[src/rtl/s2c_pkg.sv]
`default_nettype none
// ============================================================================
// Module   : s2c_pkg
// Brief    : Shared types, FSM encoding and C-side interface for the S2C bridge.
// Revision : 1.0
// ============================================================================
package s2c_pkg;

    localparam int          S2CIF_DATA_SIZE = 16;
    localparam logic [31:0] FN_CHECK_END    = 32'd2;

    typedef struct packed {
        logic [31:0] id;
        logic [31:0] fn;
    } pkt_s;

    typedef logic [S2CIF_DATA_SIZE-1:0][31:0] s2c_data_t;

    typedef enum logic [2:0] {
        S_IDLE = 3'd0,
        S_ARB  = 3'd1,
        S_CALL = 3'd2,
        S_RESP = 3'd3,
        S_POLL = 3'd4
    } fsm_e;

    // Built-in stand-in for the C model.
    function automatic logic [31:0] model_setup_ret(pkt_s p);
        return 32'h0000_1000 + (p.id << 16) + p.fn;
    endfunction

    function automatic logic [31:0] model_call_ret(pkt_s p);
        return p.fn + 32'd2 + (p.id << 8);
    endfunction

    function automatic s2c_data_t model_call_data(logic [31:0] id);
        s2c_data_t d;
        for (int i = 0; i < S2CIF_DATA_SIZE; i++) begin
            d[i] = (id << 16) + 32'(i);
        end
        return d;
    endfunction

    // Reports end-of-test on every check after the first one.
    function automatic logic [31:0] model_check_end_ret(logic [31:0] fn, logic seen_before);
        return seen_before ? (fn - 32'd1) : 32'd0;
    endfunction

endpackage
`default_nettype wire

[src/rtl/s2c_req_fifo.sv]
`default_nettype none
// ============================================================================
// Module   : s2c_req_fifo
// Brief    : Single-clock request queue; push is refused while full.
// Revision : 1.0
// ============================================================================
module s2c_req_fifo #(
  parameter int WIDTH = 33,
  parameter int DEPTH = 4
) (
  input  logic             clk,
  input  logic             rst,
  input  logic             push,
  input  logic [WIDTH-1:0] din,
  input  logic             pop,
  output logic [WIDTH-1:0] dout,
  output logic             full,
  output logic             empty
);

  localparam int AW = $clog2(DEPTH);

  logic [WIDTH-1:0] r_mem [DEPTH];
  logic [AW-1:0]    r_wr;
  logic [AW-1:0]    r_rd;
  logic [AW:0]      r_cnt;
  logic             w_push;
  logic             w_pop;

  assign full   = (r_cnt == (AW+1)'(DEPTH));
  assign empty  = (r_cnt == '0);
  assign dout   = r_mem[r_rd];
  assign w_push = push && !full;
  assign w_pop  = pop && !empty;

  always_ff @(posedge clk) begin
    if (rst) begin
      r_wr  <= '0;
      r_rd  <= '0;
      r_cnt <= '0;
    end else begin
      if (w_push) begin
        r_mem[r_wr] <= din;
        r_wr        <= r_wr + 1'b1;
      end
      if (w_pop) begin
        r_rd <= r_rd + 1'b1;
      end
      case ({w_push, w_pop})
        2'b10:   r_cnt <= r_cnt + 1'b1;
        2'b01:   r_cnt <= r_cnt - 1'b1;
        default: r_cnt <= r_cnt;
      endcase
    end
  end

endmodule
`default_nettype wire

[src/rtl/s2c_bridge.sv]
`default_nettype none
// ============================================================================
// Module   : s2c_bridge
// Brief    : Multi-channel queued, round-robin bridge onto the S2C C interface.
// Revision : 1.0
// ============================================================================
module s2c_bridge
    import s2c_pkg::*;
#(
    parameter int NUM_CH        = 4,
    parameter int DATA_WORDS    = 16,
    parameter int FIFO_DEPTH    = 4,
    parameter int POLL_INTERVAL = 1000,
    parameter int ID_BASE       = 0
) (
    input  logic                        clk,
    input  logic                        rst,
    input  logic [NUM_CH-1:0]           req_valid,
    output logic [NUM_CH-1:0]           req_ready,
    input  logic [NUM_CH-1:0]           req_setup,
    input  logic [NUM_CH-1:0][31:0]     req_fn,
    output logic [NUM_CH-1:0]           resp_valid,
    input  logic [NUM_CH-1:0]           resp_ready,
    output logic [31:0]                 resp_ret,
    output logic [DATA_WORDS-1:0][31:0] resp_data,
    output logic                        sim_end,
    output logic                        busy
);

    localparam int CHW = (NUM_CH > 1) ? $clog2(NUM_CH) : 1;
    localparam int PCW = (POLL_INTERVAL > 1) ? $clog2(POLL_INTERVAL) : 1;
    localparam int QW  = 33;

    fsm_e                         r_state;
    fsm_e                         w_next;
    logic [CHW-1:0]               r_ptr;
    logic [CHW-1:0]               r_ch;
    logic [CHW-1:0]               w_win;
    logic                         w_found;
    logic [NUM_CH-1:0]            w_full;
    logic [NUM_CH-1:0]            w_empty;
    logic [NUM_CH-1:0]            w_pop;
    logic [NUM_CH-1:0][QW-1:0]    w_head;
    logic                         r_setup;
    logic [31:0]                  r_fn;
    logic [31:0]                  r_ret;
    logic [DATA_WORDS-1:0][31:0]  r_data;
    logic                         r_sim_end;
    logic [PCW-1:0]               r_poll_cnt;
    logic                         w_poll_due;
    logic                         w_any_req;
    pkt_s                         w_pkt;
    logic                         r_polled;
    s2c_data_t                    w_call_data;

    generate
        for (genvar c = 0; c < NUM_CH; c++) begin : g_fifo
            s2c_req_fifo #(
                .WIDTH (QW),
                .DEPTH (FIFO_DEPTH)
            ) u_fifo (
                .clk   (clk),
                .rst   (rst),
                .push  (req_valid[c]),
                .din   ({req_setup[c], req_fn[c]}),
                .pop   (w_pop[c]),
                .dout  (w_head[c]),
                .full  (w_full[c]),
                .empty (w_empty[c])
            );
        end
    endgenerate

    assign req_ready   = ~w_full;
    assign w_any_req   = ~(&w_empty);
    assign w_poll_due  = (POLL_INTERVAL != 0) && (r_poll_cnt == PCW'(POLL_INTERVAL - 1));
    assign busy        = (r_state != S_IDLE) || w_any_req;
    assign resp_ret    = r_ret;
    assign resp_data   = r_data;
    assign sim_end     = r_sim_end;
    assign w_pkt.id    = 32'(ID_BASE) + 32'(r_ch);
    assign w_pkt.fn    = r_fn;
    assign w_call_data = model_call_data(w_pkt.id);

    // First non-empty queue at or after the round-robin pointer.
    always_comb begin
        w_win   = r_ptr;
        w_found = 1'b0;
        for (int k = 0; k < NUM_CH; k++) begin
            if (!w_found && !w_empty[(int'(r_ptr) + k) % NUM_CH]) begin
                w_win   = CHW'((int'(r_ptr) + k) % NUM_CH);
                w_found = 1'b1;
            end
        end
    end

    always_comb begin
        resp_valid = '0;
        w_pop      = '0;
        for (int c = 0; c < NUM_CH; c++) begin
            resp_valid[c] = (r_state == S_RESP) && (r_ch == CHW'(c));
            w_pop[c]      = (r_state == S_ARB) && (w_win == CHW'(c));
        end
    end

    always_comb begin
        w_next = r_state;
        case (r_state)
            S_IDLE: begin
                if (w_any_req) begin
                    w_next = S_ARB;
                end else if (w_poll_due) begin
                    w_next = S_POLL;
                end
            end
            S_ARB:   w_next = S_CALL;
            S_CALL:  w_next = S_RESP;
            S_RESP:  if (resp_ready[r_ch]) w_next = S_IDLE;
            S_POLL:  w_next = S_IDLE;
            default: w_next = S_IDLE;
        endcase
    end

    always_ff @(posedge clk) begin
        if (rst) begin
            r_state    <= S_IDLE;
            r_ptr      <= '0;
            r_ch       <= '0;
            r_setup    <= 1'b0;
            r_fn       <= '0;
            r_ret      <= '0;
            r_data     <= '0;
            r_sim_end  <= 1'b0;
            r_poll_cnt <= '0;
            r_polled   <= 1'b0;
        end else begin
            r_state <= w_next;

            if ((r_state == S_IDLE) && !w_any_req && !w_poll_due) begin
                r_poll_cnt <= r_poll_cnt + 1'b1;
            end else begin
                r_poll_cnt <= '0;
            end

            if (r_state == S_ARB) begin
                r_ch            <= w_win;
                {r_setup, r_fn} <= w_head[w_win];
                r_ptr           <= (w_win == CHW'(NUM_CH - 1)) ? '0 : w_win + 1'b1;
            end

            if (r_state == S_CALL) begin
                if (r_setup) begin
                    r_ret  <= model_setup_ret(w_pkt);
                    r_data <= '0;
                end else begin
                    r_ret  <= model_call_ret(w_pkt);
                    r_data <= w_call_data[DATA_WORDS-1:0];
                end
            end

            if (r_state == S_POLL) begin
                if (model_check_end_ret(FN_CHECK_END, r_polled) != '0) r_sim_end <= 1'b1;
                r_polled <= 1'b1;
            end
        end
    end

endmodule
`default_nettype wire

[config.mk]
export PLATFORM = sky130hd
export DESIGN_NAME = s2c_bridge
export DESIGN_NICKNAME = d
export VERILOG_FILES = /design/src/rtl/s2c_pkg.sv /design/src/rtl/s2c_req_fifo.sv /design/src/rtl/s2c_bridge.sv
export SDC_FILE = /design/constraint.sdc
export NUM_CORES = 1
export LEC_CHECK = 0
export BUFFER_PORTS_ARGS = -buffer_cell sky130_fd_sc_hd__buf_2
export CELL_PAD_IN_SITES_DETAIL_PLACEMENT = 0
export CELL_PAD_IN_SITES_GLOBAL_PLACEMENT = 1
export CORE_AREA = 2 2 267 269
export DETAILED_ROUTE_END_ITERATION = 8
export DIE_AREA = 0 0 269 271
export PLACE_DENSITY_LB_ADDON = 0.1
export SYNTH_ARGS = -nofsm -noshare
export SYNTH_HDL_FRONTEND = slang
export SYNTH_SLANG_ARGS = --single-unit
[constraint.sdc]
create_clock -name clk -period 4.66 [get_ports clk]
set_clock_uncertainty 0.05 [all_clocks]
set_input_delay 0.233 -clock clk [delete_from_list [all_inputs] [get_ports clk]]
set_output_delay 0.233 -clock clk [all_outputs]
set_load 0.1 [all_outputs]
**Word-level counts from Yosys, hierarchy flattened**

Memories as Yosys holds them, arrays and structs flattened. A register that Yosys moved wholly into a read port is not among the register bits.
Cells that the tools add are included.

- $mul: 0
- Equality and inequality tests: 25
- Bitwise gates (word level): 6
- Reductions and logical operators: 56
- Add/subtract/negate cells: 40
- Mux-type cells: 53
- Divide/modulo/power cells: 0
- Magnitude comparators: 6
- Shift operators: 0

Operators with widths:

| kind | count |
|---|---|
| $mux 499 | 1 |
| $add 18x4->19 const B | 8 |
| $add 18x3->19 const B | 4 |
| $bmux 33 s2 | 1 |
| $add 18x2->19 const B | 2 |
| $mux 33 | 1 |
| $add 19x32->32 | 1 |
| $add 32x10->32 | 1 |
| $add 32x2->32 const B | 1 |
| $mux 32 | 1 |
| $reduce_bool 32->1 | 1 |
| $mux 1 | 24 |
| $mux 2 | 12 |
| $pmux 3 s2 | 4 |
| $logic_and 1x1->1 | 21 |
| $add 2x1->2 const B | 10 |
| $add 13x18->19 const A | 1 |
| $add 18x1->19 const B | 1 |
| $eq 2x2->1 const B | 8 |
| $eq 3x3->1 const B | 5 |
| $logic_not 3->1 | 5 |
| $logic_not 1->1 | 14 |
| $add 3x1->3 const B | 4 |
| $eq 2x1->1 const B | 6 |
| other kinds (23) | 49 |

- RAM bits: 528
- Memory bits (read-only): 0
- Register bits: 624
- Output and inout bits: 554
- Bits of input ports: 142
- Memories: 4
- Latch bits: 0
- Logic and storage cells: 227

Memories:

| memory | depth | bits a word | rd ports | clocked after memory_dff | wr ports | RTL line | source |
|---|---|---|---|---|---|---|---|
| g_fifo[0].u_fifo.r_mem | 4 | 33 | 1 | 1 | 1 | s2c_req_fifo.sv:23 | `logic [WIDTH-1:0] r_mem [DEPTH];` |
| g_fifo[1].u_fifo.r_mem | 4 | 33 | 1 | 1 | 1 | s2c_req_fifo.sv:23 |  |
| g_fifo[2].u_fifo.r_mem | 4 | 33 | 1 | 1 | 1 | s2c_req_fifo.sv:23 |  |
| g_fifo[3].u_fifo.r_mem | 4 | 33 | 1 | 1 | 1 | s2c_req_fifo.sv:23 |  |

**Logic depth before layout (Yosys ltp)**

Gate-level depths: netlist of the first run.

- Depth in word-level cells: 20
- Depth in mapped cells: 15

**Modules after synthesis**

Synthesis of the first run repeated with hierarchy kept, for this count alone.

- Cells, all modules: 2,022
- Area, all modules: 30,226.5 µm²

Modules (own cells, without submodules):

| module | instances | area each (µm²) | cells each | seq. area each (µm²) |
|---|---|---|---|---|
| s2c_req_fifo | 4 | 5,295.1 | 227 | 4,144.0 |
| s2c_bridge | 1 | 9,046.2 | 1,114 | 1,741.7 |

**Worst setup path after synthesis of the first run**

Ideal clock, no wire load.

- Path type: register to output
- Start: reg r_state[2]
- End: out resp_valid[2]
- Path buffers: 1
- Cell stages (with the launch flop): 3
- Arrival time: 3.617 ns
- Data required time: 4.377 ns
- Path slack: 0.760 ns
- Path through: dfxtp_1 clkbuf_1 nor4b_1

- Longest elaborated chain between the ends: 2

RTL lines:

| element | RTL line | source |
|---|---|---|
| start, declared | s2c_bridge.sv:34 | `fsm_e r_state;` |
| start signal, assigned | s2c_bridge.sv:137 | `r_state <= w_next;` |
| $eq 3x2->1 | s2c_bridge.sv:101 | `resp_valid[c] = (r_state == S_RESP) && (r_ch == CHW'(c));` |
| $logic_and 1x1->1 | s2c_bridge.sv:101 |  |
| end, declared | s2c_bridge.sv:22 | `output logic [NUM_CH-1:0] resp_valid,` |

Every way passes these cells.

**Worst setup path after layout of the first run**

- Start: reg g_fifo[3].u_fifo.r_cnt[2]
- End: reg g_fifo[2].u_fifo.r_cnt[2]

- Longest elaborated chain between the ends: 18
- Elaborated cells between the ends (all ways): 33
- Those cells by class: eq/ne (3); mux (18); reduce/logical (12)

RTL lines:

| element | RTL line | source |
|---|---|---|
| start, declared | s2c_req_fifo.sv:26 | `logic [AW:0] r_cnt;` |
| start signal, assigned | s2c_req_fifo.sv:50 | `2'b10: r_cnt <= r_cnt + 1'b1;` |
| start signal, assigned | s2c_req_fifo.sv:51 | `2'b01: r_cnt <= r_cnt - 1'b1;` |
| start signal, assigned | s2c_req_fifo.sv:52 | `default: r_cnt <= r_cnt;` |
| $logic_not 3->1 * | s2c_req_fifo.sv:31 | `assign empty = (r_cnt == '0);` |
| $bmux 1 s2 | s2c_bridge.sv:90 | `if (!w_found && !w_empty[(int'(r_ptr) + k) % NUM_CH]) begin` |
| $mux 1 (not written as such) (2 in a row) | s2c_bridge.sv:90 |  |
| $logic_not 1->1 | s2c_bridge.sv:90 |  |
| $logic_and 1x1->1 | s2c_bridge.sv:90 |  |
| $mux 1 | s2c_bridge.sv:90 |  |
| $logic_not 1->1 | s2c_bridge.sv:90 |  |
| $logic_and 1x1->1 | s2c_bridge.sv:90 |  |
| $mux 1 | s2c_bridge.sv:90 |  |
| $logic_not 1->1 | s2c_bridge.sv:90 |  |
| $logic_and 1x1->1 | s2c_bridge.sv:90 |  |
| $mux 2 * | s2c_bridge.sv:90 |  |
| $eq 2x2->1 * | s2c_bridge.sv:102 | `w_pop[c] = (r_state == S_ARB) && (w_win == CHW'(c));` |
| $logic_and 1x1->1 * | s2c_bridge.sv:102 |  |
| $logic_and 1x1->1 * | s2c_req_fifo.sv:34 | `assign w_pop = pop && !empty;` |
| $eq 2x1->1 or $eq 2x2->1 (tied branches) | s2c_req_fifo.sv:49 | `case ({w_push, w_pop})` |
| $pmux 3 s2 or $reduce_bool 2->1 (tied branches) | - |  |
| end signal, assigned | s2c_req_fifo.sv:50 |  |
| end signal, assigned | s2c_req_fifo.sv:51 |  |
| end signal, assigned | s2c_req_fifo.sv:52 |  |
| end, declared | s2c_req_fifo.sv:26 |  |

Mark *: on every way between the ends. The rest lies on a longest branch, timed or not. The select of a mux whose other input is x is not followed.
A chain may end at the register's enable or synchronous reset.

==> results of run 1 <==
==> worst max-delay path: stages, from the launching register on <==
cell and delay (ps):
sky130_fd_sc_hd__dfxtp_1 340, sky130_fd_sc_hd__or3_1 500, sky130_fd_sc_hd__a311oi_2 360, sky130_fd_sc_hd__a21oi_4 50, sky130_fd_sc_hd__buf_4 240, sky130_fd_sc_hd__nor4b_4 380
sky130_fd_sc_hd__ha_1 250, sky130_fd_sc_hd__inv_1 60, sky130_fd_sc_hd__fa_1 370, sky130_fd_sc_hd__xor2_1 150, sky130_fd_sc_hd__or3_1 300, sky130_fd_sc_hd__a21oi_1 150
==> final cells by class <==
| cell class | count | share of cell area, % |
|---|---|---|
| Antenna cell | 3 | 0.0224 |
| Clock buffer | 98 | 5.83 |
| Clock inverter | 37 | 0.916 |
| Inverter | 25 | 0.280 |
| Multi-Input combinational cell | 1149 | 26.2 |
| Sequential cell | 651 | 54.8 |
| Tap cell | 940 | 3.51 |
| Timing Repair Buffer | 416 | 8.51 |
==> worst paths after layout <==
check | from | end | slack [ps] | depth (start not counted)
setup / recovery | g_fifo[3].u_fifo.r_cnt[2]$_SDFFE_PP0P_ | g_fifo[2].u_fifo.r_cnt[2]$_SDFFE_PP0P_ | 1370 | 11
hold / removal | rst | r_polled$_SDFFE_PP0N_ | 110 | 2
setup reg to reg | g_fifo[3].u_fifo.r_cnt[2]$_SDFFE_PP0P_ | g_fifo[2].u_fifo.r_cnt[2]$_SDFFE_PP0P_ | 1370 | 11
hold reg to reg | r_poll_cnt[0]$_SDFF_PP0_ | r_poll_cnt[0]$_SDFF_PP0_ | 390 | 1
==> state kept, by name, summed over array words and instances (netlist names), named ones only <==
signal,flops
resp_data,3
r_poll_cnt,10
g_fifo.u_fifo.r_rd,8
r_setup,1
r_ch,2
g_fifo.u_fifo.r_mem,528
g_fifo.u_fifo.r_cnt,12
r_fn,32
r_state,3
sim_end,1
r_ptr,2
g_fifo.u_fifo.r_wr,8
r_polled,1
resp_ret,32
==> metrics by stage <==
stage	hold slack [ps]	util, %	setup WS (ps)
after floorplan	282	-	760
after global placement	381	42.8	1400
after detailed placement	388	42.8	1400
after CTS	98.7	47.9	1360
after global routing	160	48.0	1140
final	114	48.0	1370
==> layer usage <==
metal | track usage [%] | share of wire [%]
met1 | 25.1 | 41
met2 | 34.1 | 53
met3 | 2.81 | 4.7
met4 | 5.25 | 1.9
met5 | 0 | 0.038
==> report_power, final <==
| group | internal [µW] | switching (µW) | leakage (µW) |
|---|---|---|---|
| logic | 1570 | 4940 | 0.00535 |
| clock network | 3130 | 2280 | 0.00109 |
| registers | 6760 | 586 | 0.00580 |
| total | 11500 | 7810 | 0.0122 |
==> kinds of logic (layout without fill, tap and decap cells) <==
group                      Yosys count  in the layout
muxes                              201            201
other                                1            451
adders and majority gates           32             32
xor gates and xnor gates            55             55
DFF                                651            651
AOI/OAI and AO/OA                  145            145
buffers and inverters              612            576
and+or+nand+nor                    268            268
==> layout by cell type (no fill, tap or decap), types with 4 or more instances in the layout <==
cell / Yosys / final
sky130_fd_sc_hd__edfxtp_1: 528 / 528
sky130_fd_sc_hd__conb_1: 1 / 448
sky130_fd_sc_hd__buf_2: 18 / 246
sky130_fd_sc_hd__dlygate4sd3_1: 0 / 136
sky130_fd_sc_hd__mux4_2: 133 / 133
sky130_fd_sc_hd__dfxtp_1: 123 / 118
sky130_fd_sc_hd__nor2_1: 81 / 81
sky130_fd_sc_hd__clkbuf_16: 0 / 73
sky130_fd_sc_hd__mux2i_1: 68 / 68
sky130_fd_sc_hd__nand2_1: 62 / 62
sky130_fd_sc_hd__a21oi_1: 45 / 45
sky130_fd_sc_hd__xnor2_1: 37 / 37
sky130_fd_sc_hd__buf_4: 515 / 34
sky130_fd_sc_hd__nand3b_1: 28 / 28
sky130_fd_sc_hd__ha_1: 28 / 28
sky130_fd_sc_hd__o221ai_1: 26 / 26
sky130_fd_sc_hd__inv_1: 25 / 25
sky130_fd_sc_hd__a211oi_1: 23 / 23
sky130_fd_sc_hd__nand3_1: 22 / 22
sky130_fd_sc_hd__clkbuf_1: 48 / 22
sky130_fd_sc_hd__xor2_1: 18 / 18
sky130_fd_sc_hd__and2_1: 18 / 17
sky130_fd_sc_hd__clkinv_1: 0 / 15
sky130_fd_sc_hd__or3_1: 14 / 14
sky130_fd_sc_hd__a21o_1: 9 / 9
sky130_fd_sc_hd__a221oi_1: 9 / 9
sky130_fd_sc_hd__o21ai_0: 9 / 9
sky130_fd_sc_hd__clkinv_2: 0 / 9
sky130_fd_sc_hd__nor2b_1: 6 / 6
sky130_fd_sc_hd__nor3b_1: 6 / 6
sky130_fd_sc_hd__and3_1: 6 / 6
sky130_fd_sc_hd__o211ai_1: 4 / 4
sky130_fd_sc_hd__nand2b_1: 4 / 4
sky130_fd_sc_hd__fa_1: 4 / 4
sky130_fd_sc_hd__dfxtp_2: 0 / 4
sky130_fd_sc_hd__clkinv_8: 0 / 4
==> timing repair <==
action | in CTS | in global routing
buffers inserted | 0 | 0
hold endpoints to repair | 532 | 0
hold buffers | 136 | 0
==> results.yml, run 1 <==
clock_network:
  clkLatencyLatePin_ps: 600
  postCtsResizedCells: 0
  clock_sink_count: 651
  tritoncts: "built"
  cts_root_buffer: "sky130_fd_sc_hd__clkbuf_16"
  clk_pin_slew_worst_paths_ps: 60
  clockBufferDepth: 3
  cts-buffers-inserted: 73
  htree_levels: 3
floorplan:
  pin_count: 696
  core_area_um2: 69800
  design.die.area_um2: 72900
  floorplan.die.width_um: 269
  standard_cell_rows: 97
  initial_core_util_pct: 42.5
  die-height_um: 271
outcome:
  status: "finished, final reports clean"
setup_path:
  worstSetupPathType: "reg -> reg"
  critPathLaunchType: "flip-flop"
  end_kind: "flip-flop"
  cp_max_fo: 26
  cp_data_arrival_time_ps: 3750
  required_ps: 5120
detailed_routing:
  wl_mm: 71.0
  dr_total_vias: 15542
  detail_route.vias_per_cell: 4.68
  number_of_nets_with_antenna_violations_after_routing: 0
  drc: 0
  firstDrtPassIters: 5
  detailedRoute.firstIterationViolations: 907
  wl_per_cell_um: 21.4
synthesis:
  ys_async_sr_fraction_pct: 0
  yosysWarnings: 0
  most_area_consuming_cells_after_synthesis: "sky130_fd_sc_hd__edfxtp_1 (53%), sky130_fd_sc_hd__buf_4 (13%), sky130_fd_sc_hd__mux4_2 (10%)"
  synth_area_um2: 29700
  netlist.top_cell.by_area: "sky130_fd_sc_hd__edfxtp_1"
  synth_commonest_cells: "sky130_fd_sc_hd__edfxtp_1 (528), sky130_fd_sc_hd__buf_4 (515), sky130_fd_sc_hd__mux4_2 (133), sky130_fd_sc_hd__dfxtp_1 (123), sky130_fd_sc_hd__nor2_1 (81)"
  synth-edff-count: 528
  post_synth_num_cell_types: 60
  synth_ff_type: "sky130_fd_sc_hd__edfxtp_1"
  ys_ff_latch: 651
  synth_mux_area_share_pct: 12.4
  post_synth_inst_count: 1965
  synth_adder_area_share_pct: 1.45
  synth_top_area_share_pct: 53.5
  synth_seq_area_share_pct: 61.8
  synth.avg_cell_area_um2: 15.1
  synth-compound-area-share_pct: 3.59
  main_combinational_cell_family_by_area_after_synthesis: "buffers and inverters"
  post_synth_and_or_nand_nor_area_fraction_pct: 4.81
  yosys.cell_count.top_type: "sky130_fd_sc_hd__edfxtp_1"
  xor_and_xnor_area_share_after_synthesis_pct: 1.62
placed_design:
  dpl-instance-area_um2: 29800
  io_buffer_count: 247
  dp.final_hpwl_mm: 48.7
  placedCellCount: 3045
  gp_routability_congestion: 0.799
final_layout:
  fillCellCount: 6102
  finalInstanceArea_um2: 33500
  finish.cell_count_without_fillers: 3319
  fin_nets: 2490
  multi_input_logic_area_um2: 8760
  areaGrowthSynthToFinish_pct: 12.8
  drive_above_1_share_pct: 22.4
  regArea_um2: 18300
sta:
  post-route-min-period_ps: 3290
  sum_of_negative_setup_slack_ps: 0
  final-setup-viol-count: 0
  timing_worst_slew_pin_value_ps: 1190
  crit_share_post_route_pct: 70.6
  finalHoldViolations: 0
  timing_max_transition_violations_final: 0
  timing.fmax_ghz: 0.304
  maxSlewHeadroom_pct: 20.7
  unrepaired_setup_endpoints_after_global_routing: "false"
global_routing:
  first_global_vias: 15365
  maximum_number_of_pins_on_one_net_before_global_route_repair: 65
  grt_first_pass_wirelength_mm: 103
  grtUsageTotal_pct: 19.4
  grt_overflow: 0
  antenna_found_initial: 3
pwr:
  peakVddDrop_v: 0.000579
  power.density_nw_per_um2: 576
  p_leak_uw: 0.0122
  post-layout-total-power_uw: 19300
min_path:
  hp-class: "in -> reg"
run:
  timing.max_cap.violations: 0
Note: power is estimated with default switching activity, not from simulation.
==> run 2: changes to the inputs <==
--- a/config.mk
+++ b/config.mk
@@ -5,12 +5,12 @@
 export SDC_FILE = /design/constraint.sdc
 export NUM_CORES = 1
 export LEC_CHECK = 0
+export ABC_AREA = 1
 export BUFFER_PORTS_ARGS = -buffer_cell sky130_fd_sc_hd__buf_2
 export CELL_PAD_IN_SITES_DETAIL_PLACEMENT = 0
 export CELL_PAD_IN_SITES_GLOBAL_PLACEMENT = 1
-export CORE_AREA = 2 2 267 269
+export CORE_UTILIZATION = 42
 export DETAILED_ROUTE_END_ITERATION = 8
-export DIE_AREA = 0 0 269 271
 export PLACE_DENSITY_LB_ADDON = 0.1
 export SYNTH_ARGS = -nofsm -noshare
 export SYNTH_HDL_FRONTEND = slang
==> constraint.sdc (replaced) <==
create_clock -name clk -period 3.05 [get_ports clk]
set_clock_uncertainty 0.05 [all_clocks]
set_input_delay 0.1525 -clock clk [delete_from_list [all_inputs] [get_ports clk]]
set_output_delay 0.1525 -clock clk [all_outputs]
set_load 0.1 [all_outputs]
==> results.yml, run 2 <==
synthesis:
  synth_area_um2: 31100
  synth_commonest_cells: "sky130_fd_sc_hd__edfxtp_1 (528), sky130_fd_sc_hd__buf_4 (512), sky130_fd_sc_hd__nand2_1 (442), sky130_fd_sc_hd__nor2_1 (349), sky130_fd_sc_hd__o21ai_0 (317)"
  ys_async_sr_fraction_pct: 0
  yosys.cell_count.top_type: "sky130_fd_sc_hd__edfxtp_1"
  post_synth_num_cell_types: 46
  synth_top_area_share_pct: 51.0
  netlist.top_cell.by_area: "sky130_fd_sc_hd__edfxtp_1"
  synth_seq_area_share_pct: 58.9
  post_synth_inst_count: 3051
  yosysWarnings: 0
  synth_ff_type: "sky130_fd_sc_hd__edfxtp_1"
  ys_ff_latch: 651
  synth.avg_cell_area_um2: 10.2
  synth-edff-count: 528
  most_area_consuming_cells_after_synthesis: "sky130_fd_sc_hd__edfxtp_1 (51%), sky130_fd_sc_hd__buf_4 (12%), sky130_fd_sc_hd__dfxtp_1 (7.9%)"
detailed_routing:
  detailedRoute.firstIterationViolations: 1529
  detail_route.vias_per_cell: 4.84
  wl_mm: 87.6
  drc: 102
  dr_total_vias: 21405
  wl_per_cell_um: 19.8
  firstDrtPassIters: 9
  number_of_nets_with_antenna_violations_after_routing: 0
sta:
  post-route-min-period_ps: 2820
  timing_max_transition_violations_final: 0
  final-setup-viol-count: 0
  timing_worst_slew_pin_value_ps: 820
  final.hold.worst_slack_ps: 67.7
  crit_share_post_route_pct: 92.5
  finalHoldViolations: 0
  maxSlewHeadroom_pct: 44.9
  timing.fmax_ghz: 0.354
setup_path:
  path_cells: "buf_4 > nand2_2 > nand2_4 > nand3_2 > nand2_4 > nor2_4 > nand3_4 > buf_4 > nand3_1 > nand2_4 > ha_1 > nand3_1 > inv_2 > ha_1 > inv_1 > fa_2 > a21oi_2 > o21ai_1 > buf_4 > a21oi_1"
  cp_max_fo: 5
  critPathLaunchType: "flip-flop"
  r2r_end: "g_fifo[3].u_fifo.r_cnt[2]$_SDFFE_PP0P_"
  crit_end: "g_fifo[3].u_fifo.r_cnt[2]$_SDFFE_PP0P_"
  timing.rr.start: "r_ptr[0]$_SDFFE_PP0N_"
  path_depth: 20
  cp_slowest_stage_delay_ps: 360
  end_kind: "flip-flop"
  cp_data_arrival_time_ps: 3300
  flop_to_flop_setup_slack_ps: 230
  reg2regPathDepth: 20
  setup.worst_path.start: "r_ptr[0]$_SDFFE_PP0N_"
  crit_path_top_delay_cell: "sky130_fd_sc_hd__dfxtp_4"
  required_ps: 3530
  critical_path.top_delay_family: "simple AND/OR/NAND/NOR gates"
  timing.critical_path.buf_inv: 5
  worstSetupPathType: "reg -> reg"
global_routing:
  grt_first_pass_wirelength_mm: 126
  grtUsageTotal_pct: 22.7
  antenna_found_initial: 8
  maximum_number_of_pins_on_one_net_before_global_route_repair: 67
  first_global_vias: 19655
  grt_overflow: 0
pwr:
  peakVddDrop_v: 0.000920
  power.density_nw_per_um2: 1040
  p_leak_uw: 0.0145
final_layout:
  layout.cells.most_common_list: "sky130_fd_sc_hd__edfxtp_1 (528), sky130_fd_sc_hd__conb_1 (448), sky130_fd_sc_hd__nand2_1 (440), sky130_fd_sc_hd__nor2_1 (332), sky130_fd_sc_hd__o21ai_0 (309)"
  fillCellCount: 6778
  areaGrowthSynthToFinish_pct: 14.2
  fin_nets: 3578
  layout_commonest_cell: "sky130_fd_sc_hd__edfxtp_1"
  finish.cell_count_without_fillers: 4421
  largest_register_ff_count: 528
  registers.top_by_ff_count: "g_fifo.u_fifo.r_mem"
  final_core_util_pct: 48.6
  drive_above_1_share_pct: 15.2
floorplan:
  floorplan.die.width_um: 274
  pin_count: 696
  initial_core_util_pct: 42.6
  design.die.area_um2: 75200
  die-height_um: 274
  standard_cell_rows: 99
  core_area_um2: 73100
clock_network:
  clockBufferDepth: 3
  clkLatencyLatePin_ps: 620
  cts-buffers-inserted: 74
  tritoncts: "built"
  clk_pin_slew_worst_paths_ps: 60
  cts_root_buffer: "sky130_fd_sc_hd__clkbuf_16"
  clock_sink_count: 651
  htree_levels: 3
placed_design:
  gp_routability_congestion: 0.841
  io_buffer_count: 247
  placedCellCount: 4149
  dp.final_hpwl_mm: 59.4
min_path:
  hp-class: "in -> reg"
outcome:
  failing_checks: "DRC"
  status: "complete, but fails checks"
run:
  timing.max_cap.violations: 0
[run 2: cell types whose count changed after synthesis, sizes merged, moves of 75 or more]
cell   before  now
nand2      62  455
o21ai       9  326
nor2       81  359
inv        25  167
mux4      133    0
o22ai       0  132
nand3      22   97
[run 2: routing by layer]
metal,global-route usage (%),share of wire [%]
met1,31.4,44
met2,35.8,47
met3,4.42,6.2
met4,7.19,2.5
met5,0,0.11
[run 2: kinds of logic after synthesis]
| kind of cell | share of synthesized area (%) |
|---|---|
| buffers and inverters | 16.2 |
| flip-flops | 58.9 |
| other | 0.0121 |
| AO/OA/AOI/OAI | 10.0 |
| AND/OR/NAND/NOR | 12.8 |
| adder cells (fa/ha/maj) | 1.38 |
| XOR/XNOR | 0.704 |
[run 2: worst register-to-register path: stages, from the launching register on]
cell	delay, ps
sky130_fd_sc_hd__dfxtp_4	360
sky130_fd_sc_hd__buf_4	140
sky130_fd_sc_hd__nand2_2	70
sky130_fd_sc_hd__nand2_4	100
sky130_fd_sc_hd__nand3_2	100
sky130_fd_sc_hd__nand2_4	110
sky130_fd_sc_hd__nor2_4	50
sky130_fd_sc_hd__nand3_4	70
sky130_fd_sc_hd__buf_4	120
sky130_fd_sc_hd__nand3_1	110
sky130_fd_sc_hd__nand2_4	90
sky130_fd_sc_hd__ha_1	160
sky130_fd_sc_hd__nand3_1	90
sky130_fd_sc_hd__inv_2	100
sky130_fd_sc_hd__ha_1	140
sky130_fd_sc_hd__inv_1	60
sky130_fd_sc_hd__fa_2	350
sky130_fd_sc_hd__a21oi_2	130
sky130_fd_sc_hd__o21ai_1	90
sky130_fd_sc_hd__buf_4	140
sky130_fd_sc_hd__a21oi_1	120
[run 2: layout make-up]
| cell class | instances | area, µm² | share of cell area, % |
|---|---|---|---|
| clock buffers | 93 | 1940 | 5.47 |
| clock inverters | 40 | 447 | 1.26 |
| multi-input cells | 2036 | 9570 | 26.9 |
| diodes | 1 | 2.50 | 0.00704 |
| inverters | 167 | 632 | 1.78 |
| well taps | 959 | 1200 | 3.38 |
| repair buffers | 474 | 3420 | 9.63 |
| flip-flops and latches | 651 | 18300 | 51.6 |
[run 2: worst min-delay path by stage]
| stage | start | to | slack (ps) | cells past startpoint |
|---|---|---|---|---|
| 2_1_floorplan | req_fn[0] | g_fifo[0].u_fifo.r_mem[0][0]$_DFFE_PP_ | 200 | 0 |
| 3_3_place_gp | req_fn[126] | g_fifo[3].u_fifo.r_mem[2][30]$_DFFE_PP_ | 310 | 1 |
| 3_5_place_dp | req_setup[3] | g_fifo[3].u_fifo.r_mem[2][32]$_DFFE_PP_ | 320 | 1 |
| 4_1_cts | resp_ready[3] | r_state[2]$_SDFFE_PP0P_ | 40 | 3 |
| 5_1_grt | resp_ready[3] | r_state[2]$_SDFFE_PP0P_ | 50 | 3 |
| 6_report | resp_ready[3] | r_state[2]$_SDFFE_PP0P_ | 70 | 3 |
[run 2: report_power, final]
part | switching [µW] | internal, µW
combinational | 13500 | 3690
clock | 3570 | 5230
sequential | 745 | 10400
total | 17800 | 19300
[run 2: timing repair]
| item | in CTS | in global routing |
|---|---|---|
| setup buffers | 0 | 2 |
| resized for setup | 0 | 33 |
| setup endpoints to repair | 0 | 7 |
| endpoints found under the hold margin | 535 | 0 |
| hold buffers | 136 | 0 |
[run 2: through the flow]
| stage | area, µm² | setup slack [ps] | power (µW) | setup TNS [ps] |
|---|---|---|---|---|
| 6_report | 35500 | 228 | 37100 | 0 |
| 5_1_grt | 35500 | -4.98 | 39000 | -5.50 |
| 4_1_cts | 35400 | 39.6 | 37400 | 0 |
| 3_5_place_dp | 31700 | 61.4 | 28400 | 0 |
| 3_3_place_gp | 31700 | 3.13 | 28400 | 0 |
| 2_1_floorplan | 32800 | -294 | 23500 | -129110 |
